File: src/rtl/vme_cmd_arbiter_if.sv
// Bundle of requester-side and VME-master-side signals shared by the command arbiter.
// The arbiter uses the slave modport; a requester/VME model uses the master modport.
interface vme_cmd_arbiter_if #(
    parameter int NREQ = 4
);
    logic [NREQ-1:0]    req;
    logic [NREQ-1:0]    req_rd;
    logic [16*NREQ-1:0] req_instr;
    logic [16*NREQ-1:0] req_wdata;
    logic [NREQ-1:0]    ack;
    logic [15:0]        rsp_data;
    logic               rsp_err;
    logic               busy;
    logic [2:0]         grant_id;
    logic               vme_cmd_rd;
    logic               start;
    logic [31:0]        vme_cmd_reg;
    logic [31:0]        vme_dat_reg_in;
    logic [31:0]        vme_dat_reg_out;
    logic               vme_dat_wr;

    modport slave (
        input  req, req_rd, req_instr, req_wdata, vme_cmd_rd, vme_dat_reg_out, vme_dat_wr,
        output ack, rsp_data, rsp_err, busy, grant_id, start, vme_cmd_reg, vme_dat_reg_in
    );

    modport master (
        output req, req_rd, req_instr, req_wdata, vme_cmd_rd, vme_dat_reg_out, vme_dat_wr,
        input  ack, rsp_data, rsp_err, busy, grant_id, start, vme_cmd_reg, vme_dat_reg_in
    );
endinterface

File: src/rtl/vme_cmd_arbiter.sv
// Round-robin arbiter that shares one VME command datapath between NREQ sources:
// grant, issue one command, wait for completion or timeout, then return ack/data/err.
module vme_cmd_arbiter #(
    parameter int          NREQ    = 4,
    parameter logic [31:0] MASK    = 32'h00a80000,
    parameter int          TIMEOUT = 1023
) (
    input  logic              clk,
    input  logic              rst_n,
    vme_cmd_arbiter_if.slave  bus
);
    typedef enum logic [1:0] {S_IDLE, S_ISSUE, S_WAIT, S_RESP} state_t;

    state_t          state_q, state_d;
    logic            start_q, start_d;
    logic [31:0]     cmd_q, cmd_d;
    logic [31:0]     din_q, din_d;
    logic [NREQ-1:0] ack_q, ack_d;
    logic [15:0]     rsp_data_q, rsp_data_d;
    logic            rsp_err_q, rsp_err_d;
    logic            busy_q, busy_d;
    logic [2:0]      grant_q, grant_d;
    logic [2:0]      ptr_q, ptr_d;
    logic            rd_q, rd_d;
    logic [9:0]      cnt_q, cnt_d;

    logic            found;
    int              sel_idx;
    logic            dat_hi_unused;

    logic [15:0]     instr_arr [NREQ];
    logic [15:0]     wdata_arr [NREQ];

    for (genvar gi = 0; gi < NREQ; gi++) begin : g_unpack
        assign instr_arr[gi] = bus.req_instr[16*gi +: 16];
        assign wdata_arr[gi] = bus.req_wdata[16*gi +: 16];
    end

    // Only the low half of the VME read word is returned to requesters.
    assign dat_hi_unused = ^bus.vme_dat_reg_out[31:16];

    always_comb begin
        state_d    = state_q;
        start_d    = 1'b0;
        cmd_d      = cmd_q;
        din_d      = din_q;
        ack_d      = '0;
        rsp_data_d = rsp_data_q;
        rsp_err_d  = 1'b0;
        grant_d    = grant_q;
        ptr_d      = ptr_q;
        rd_d       = rd_q;
        cnt_d      = cnt_q;
        found      = 1'b0;
        sel_idx    = 0;

        // First requester at or after the pointer, wrapping around.
        for (int k = 0; k < NREQ; k++) begin
            if (!found && bus.req[(int'(ptr_q) + k) % NREQ]) begin
                found   = 1'b1;
                sel_idx = (int'(ptr_q) + k) % NREQ;
            end
        end

        case (state_q)
            S_IDLE: begin
                if (found && bus.vme_cmd_rd) begin
                    state_d = S_ISSUE;
                    start_d = 1'b1;
                    grant_d = 3'(sel_idx);
                    rd_d    = bus.req_rd[sel_idx];
                    cmd_d   = MASK | {16'h0000, instr_arr[sel_idx]} |
                              (bus.req_rd[sel_idx] ? 32'h0200_0000 : 32'h0100_0000);
                    din_d   = bus.req_rd[sel_idx] ? 32'h0 : {16'h0000, wdata_arr[sel_idx]};
                end
            end
            S_ISSUE: begin
                cnt_d   = '0;
                state_d = S_WAIT;
            end
            S_WAIT: begin
                cnt_d = cnt_q + 10'd1;
                if (bus.vme_dat_wr) begin
                    rsp_data_d = rd_q ? bus.vme_dat_reg_out[15:0] : 16'h0000;
                    state_d    = S_RESP;
                    for (int i = 0; i < NREQ; i++) ack_d[i] = (grant_q == 3'(i));
                end else if (cnt_q == 10'(TIMEOUT - 1)) begin
                    rsp_data_d = 16'h0000;
                    rsp_err_d  = 1'b1;
                    state_d    = S_RESP;
                    for (int i = 0; i < NREQ; i++) ack_d[i] = (grant_q == 3'(i));
                end
            end
            S_RESP: begin
                ptr_d   = 3'((int'(grant_q) + 1) % NREQ);
                cmd_d   = MASK;
                din_d   = 32'h0;
                state_d = S_IDLE;
            end
            default: state_d = S_IDLE;
        endcase

        busy_d = (state_d != S_IDLE);
    end

    always_ff @(posedge clk) begin
        if (!rst_n) begin
            state_q    <= S_IDLE;
            start_q    <= 1'b0;
            cmd_q      <= MASK;
            din_q      <= 32'h0;
            ack_q      <= '0;
            rsp_data_q <= 16'h0000;
            rsp_err_q  <= 1'b0;
            busy_q     <= 1'b0;
            grant_q    <= 3'd0;
            ptr_q      <= 3'd0;
            rd_q       <= 1'b0;
            cnt_q      <= 10'd0;
        end else begin
            state_q    <= state_d;
            start_q    <= start_d;
            cmd_q      <= cmd_d;
            din_q      <= din_d;
            ack_q      <= ack_d;
            rsp_data_q <= rsp_data_d;
            rsp_err_q  <= rsp_err_d;
            busy_q     <= busy_d;
            grant_q    <= grant_d;
            ptr_q      <= ptr_d;
            rd_q       <= rd_d;
            cnt_q      <= cnt_d;
        end
    end

    assign bus.start          = start_q;
    assign bus.vme_cmd_reg    = cmd_q;
    assign bus.vme_dat_reg_in = din_q;
    assign bus.ack            = ack_q;
    assign bus.rsp_data       = rsp_data_q;
    assign bus.rsp_err        = rsp_err_q;
    assign bus.busy           = busy_q;
    assign bus.grant_id       = grant_q;
endmodule

File: src/flat_wrapper.sv
// flat-port wrapper written by rule: the top's interface ports become plain ports
module vme_cmd_arbiter_flat 
#(
    parameter int          NREQ    = 4,
    parameter logic [31:0] MASK    = 32'h00a80000,
    parameter int          TIMEOUT = 1023
)
  (clk, rst_n, bus_req, bus_req_rd, bus_req_instr, bus_req_wdata, bus_vme_cmd_rd, bus_vme_dat_reg_out, bus_vme_dat_wr, bus_ack, bus_rsp_data, bus_rsp_err, bus_busy, bus_grant_id, bus_start, bus_vme_cmd_reg, bus_vme_dat_reg_in);
  vme_cmd_arbiter_if #(.NREQ(NREQ)) bus_i ();
  input  logic clk;
  input  logic rst_n;
  input wire logic [$bits(bus_i.req)-1:0] bus_req;
  input wire logic [$bits(bus_i.req_rd)-1:0] bus_req_rd;
  input wire logic [$bits(bus_i.req_instr)-1:0] bus_req_instr;
  input wire logic [$bits(bus_i.req_wdata)-1:0] bus_req_wdata;
  input wire logic [$bits(bus_i.vme_cmd_rd)-1:0] bus_vme_cmd_rd;
  input wire logic [$bits(bus_i.vme_dat_reg_out)-1:0] bus_vme_dat_reg_out;
  input wire logic [$bits(bus_i.vme_dat_wr)-1:0] bus_vme_dat_wr;
  output wire logic [$bits(bus_i.ack)-1:0] bus_ack;
  output wire logic [$bits(bus_i.rsp_data)-1:0] bus_rsp_data;
  output wire logic [$bits(bus_i.rsp_err)-1:0] bus_rsp_err;
  output wire logic [$bits(bus_i.busy)-1:0] bus_busy;
  output wire logic [$bits(bus_i.grant_id)-1:0] bus_grant_id;
  output wire logic [$bits(bus_i.start)-1:0] bus_start;
  output wire logic [$bits(bus_i.vme_cmd_reg)-1:0] bus_vme_cmd_reg;
  output wire logic [$bits(bus_i.vme_dat_reg_in)-1:0] bus_vme_dat_reg_in;
  assign bus_i.req = bus_req;
  assign bus_i.req_rd = bus_req_rd;
  assign bus_i.req_instr = bus_req_instr;
  assign bus_i.req_wdata = bus_req_wdata;
  assign bus_i.vme_cmd_rd = bus_vme_cmd_rd;
  assign bus_i.vme_dat_reg_out = bus_vme_dat_reg_out;
  assign bus_i.vme_dat_wr = bus_vme_dat_wr;
  assign bus_ack = bus_i.ack;
  assign bus_rsp_data = bus_i.rsp_data;
  assign bus_rsp_err = bus_i.rsp_err;
  assign bus_busy = bus_i.busy;
  assign bus_grant_id = bus_i.grant_id;
  assign bus_start = bus_i.start;
  assign bus_vme_cmd_reg = bus_i.vme_cmd_reg;
  assign bus_vme_dat_reg_in = bus_i.vme_dat_reg_in;
  vme_cmd_arbiter #(.NREQ(NREQ), .MASK(MASK), .TIMEOUT(TIMEOUT)) u_core (.clk(clk), .rst_n(rst_n), .bus(bus_i));
endmodule
File: config.mk
export PLATFORM = sky130hd
export DESIGN_NAME = vme_cmd_arbiter_flat
export DESIGN_NICKNAME = d
export VERILOG_FILES = /design/src/rtl/vme_cmd_arbiter_if.sv /design/src/rtl/vme_cmd_arbiter.sv /design/src/flat_wrapper.sv
export SDC_FILE = /design/constraint.sdc
export NUM_CORES = 1
export LEC_CHECK = 0
export ABC_AREA = 0
export CORE_UTILIZATION = 35
export DETAILED_ROUTE_END_ITERATION = 8
export DONT_BUFFER_PORTS = 1
export GPL_TIMING_DRIVEN = 0
export SLEW_MARGIN = 20
export SYNTH_ARGS = -nofsm -noshare
export SYNTH_HDL_FRONTEND = slang
export SYNTH_SLANG_ARGS = --single-unit
File: constraint.sdc
create_clock -name clk -period 1.8 [get_ports clk]
set_clock_uncertainty 0.1 [all_clocks]
set_input_delay 0.18 -clock clk [delete_from_list [all_inputs] [get_ports clk]]
set_output_delay 0.18 -clock clk [all_outputs]
set_load 0.1 [all_outputs]
==> impl_metrics.tcl <==
set metrics [dict create \
    status "finished, violations left" \
    violations "setup timing" \
    hold_viol 0 \
    layout-drive-gt1-share_pct 27.7 \
    tightest_slew_ps 1040 \
    dr.pass1.iters 4 \
    cp_max_fo 5 \
    synth_xor_area_share_pct 1.43 \
    cp_top_family "simple AND/OR/NAND/NOR gates" \
    critPathBufInv 1 \
    ant_nets 0 \
    critPathArrivalTime_ps 2080 \
    yosys.area_share.adder_pct 2.92 \
    path_cells "nor2b_4, or4_4, buf_8, and3_4, o221ai_4, nand3_2" \
    design.core.area_um2 12000 \
    rsz0062_at_grt "true" \
    grt_pass1_wl_um 22100 \
    postSynth.asyncResetShare_pct 0 \
    final_max_slew_viol_count 0 \
    setup_violations 35 \
    peakVddDrop_v 0.000576 \
    syn_inst 492 \
    fmax_mhz 510 \
    wl_per_cell_um 19.5 \
    drv_cap 0 \
    diodes 0 \
    fin_hold_ws_ps 14.4 \
    required_ps 1920 \
    gp_congestion 0.889 \
    max_stage_delay_ps 630 \
    clock_latency_ps 340 \
    synth_compound_area_share_pct 23.8 \
    drt-initial-drc-count 282 \
    cp-start-kind "flip-flop" \
    synth_edf_count 0 \
    postPlaceCellArea_um2 4600 \
    grt_util_all_layers_pct 22.5 \
    syn_area_um2 4280 \
    synth_flop_cell "dfxtp_1" \
    design_area_um2 6310 \
    powerDensity_nw_per_um2 1120 \
    fill_cells 1052 \
    grt_overflow 0 \
    min_period_ps 1960 \
    yosysWarnings 0 \
    postLayoutSetupSlackWorst_ps -163 \
    clk_path_buf_depth 2 \
    seq_area_frac_synth_pct 34.6 \
    initial_core_util_pct 35.8 \
    post-route-period-util_pct 109 \
    drcViolationCount 0 \
    grt_pass1_vias 4310 \
    drt-total-wl_um 15400 \
    p_leak_nw 2.58 \
    critPathKind "flip-flop to flip-flop" \
    place_ws_ps -407 \
    slew_headroom_pct 30.6 \
    portBuffers 0 \
    synth_top_family_by_area "compound AO/OA/AOI/OAI gates" \
    cts_made_buffers 9 \
    num_rows 40 \
    ios 262 \
    synth.distinct_cells 55 \
    clkSinkCount 74 \
    largest_register_ffs 18 \
    antenna_found_initial 0 \
    utilization_pct 52.8 \
    dieHeight_um 113 \
    grt_max_degree 14 \
    slowest_stage "or4_4" \
    min_path_type "input pin to flip-flop" \
    syn_to_final_growth_pct 47.4 \
    die_area_um2 12700 \
    dp_hpwl_um 10000 \
    synth.area.mux_share_pct 7.04 \
    clk_pin_slew_ps 60 \
    seqCellArea_um2 1500 \
    via_per_inst 5.59 \
    cts-root-buf "clkbuf_16" \
    final_nets 821 \
    multi_input_area_um2 2740 \
    cts_tree "built" \
    synth_simple_gate_area_share_pct 19.1 \
    syn_avg_cell_area_um2 8.70 \
    die_w_um 113 \
    h-tree-depth 3 \
    yosys_register_bits 74 \
    crit_path_end_kind "flip-flop" \
    num_vias 4416 \
]
[cell usage after synthesis (5+ instances only)]
cell / instances / area share (%)
dfxtp_1: 74 / 35
nand3_1: 63 / 7.4
buf_4: 33 / 5.8
o21ai_0: 33 / 3.9
nand2_1: 28 / 2.5
a21oi_1: 27 / 3.2
nor2_1: 22 / 1.9
buf_2: 18 / 2.1
a221o_1: 17 / 4.0
mux2_4: 16 / 5.6
a32oi_1: 15 / 3.1
clkbuf_1: 15 / 1.3
and3_1: 14 / 2.0
ha_1: 10 / 2.9
a21boi_0: 9 / 1.6
inv_1: 9 / 0.79
o221ai_1: 6 / 1.2
o221ai_2: 6 / 2.1
and2_1: 5 / 0.73
mux2i_1: 5 / 1.2
o21ai_1: 5 / 0.58
xor2_1: 5 / 1.0
[repair_timing]
item,4_1_cts,5_1_grt
gates cloned,2,3
endpoints found under the setup margin,59,56
gates resized for setup,59,55
hold buffers,81,0
pin swaps,23,20
buffers inserted,15,8
endpoints found under the hold margin,53,0
[where the power goes]
group / switching [mW] / internal, mW
registers: 1.44 / 1.86
logic: 1.23 / 0.904
clock network: 0.724 / 0.929
total: 3.39 / 3.69
[stage by stage]
step | std cells | setup TNS, ps | power [mW]
after CTS | 780 | -4860 | 6.91
after global routing | 790 | -6280 | 7.38
after detailed placement | 668 | -14780 | 4.93
after global placement | 668 | -12330 | 4.89
final | 790 | -4050 | 7.09
after floorplan | 521 | -490 | 4.59
[final timing paths]
check / cells after the start / endpoint / slack, ps / startpoint
worst max register to register: 6 / u_core.bus.vme_dat_reg_in[15] / -160 / u_core.ptr_q[0]
worst max-delay path: 6 / u_core.bus.vme_dat_reg_in[15] / -160 / u_core.ptr_q[0]
worst min register to register: 2 / u_core.cnt_q[6] / 410 / u_core.cnt_q[6]
worst min-delay path: 2 / u_core.bus.vme_cmd_reg[12] / 10 / bus_req_instr[12]
[cell type report]
type                    count  area share, %
flip-flops and latches     74           23.7
multi-input cells         368           43.4
plain buffers              68           8.25
repair buffers            108           16.8
well taps                 147           2.91
clock inverters             6          0.694
inverters                  10          0.595
clock buffers               9           3.57
[cells in the final DEF, fill, tap and decap left out, drive strengths merged, types with 10 or more instances in the layout]
master       count
buf             82
o21ai           38
a221o           17
a21oi           29
a32oi           15
ha              10
nand2           28
mux2            17
nand3           63
inv             10
conb            31
nor2            23
dlygate4sd3     81
a21boi          12
o221ai          12
and3            14
dfxtp           74
clkbuf          22
[layer usage]
metal / global-route usage, % / part of all wire (%) / routed length, um
met5: 0 / 0 / 0
met4: 9.78 / 2.9 / 442
met3: 6.80 / 7.8 / 1200
met2: 40.1 / 51 / 7800
met1: 24.6 / 39 / 5960
[logic make-up (layout without fill, tap and decap cells)]
family | after synthesis | count (layout)
xor+xnor | 7 | 7
mux | 22 | 22
fa+ha+maj | 10 | 10
buf+inv | 80 | 201
compound gates | 138 | 138
simple gates | 159 | 160
other cells | 2 | 31
flops | 74 | 74
Note: power is estimated with default switching activity, not from simulation.
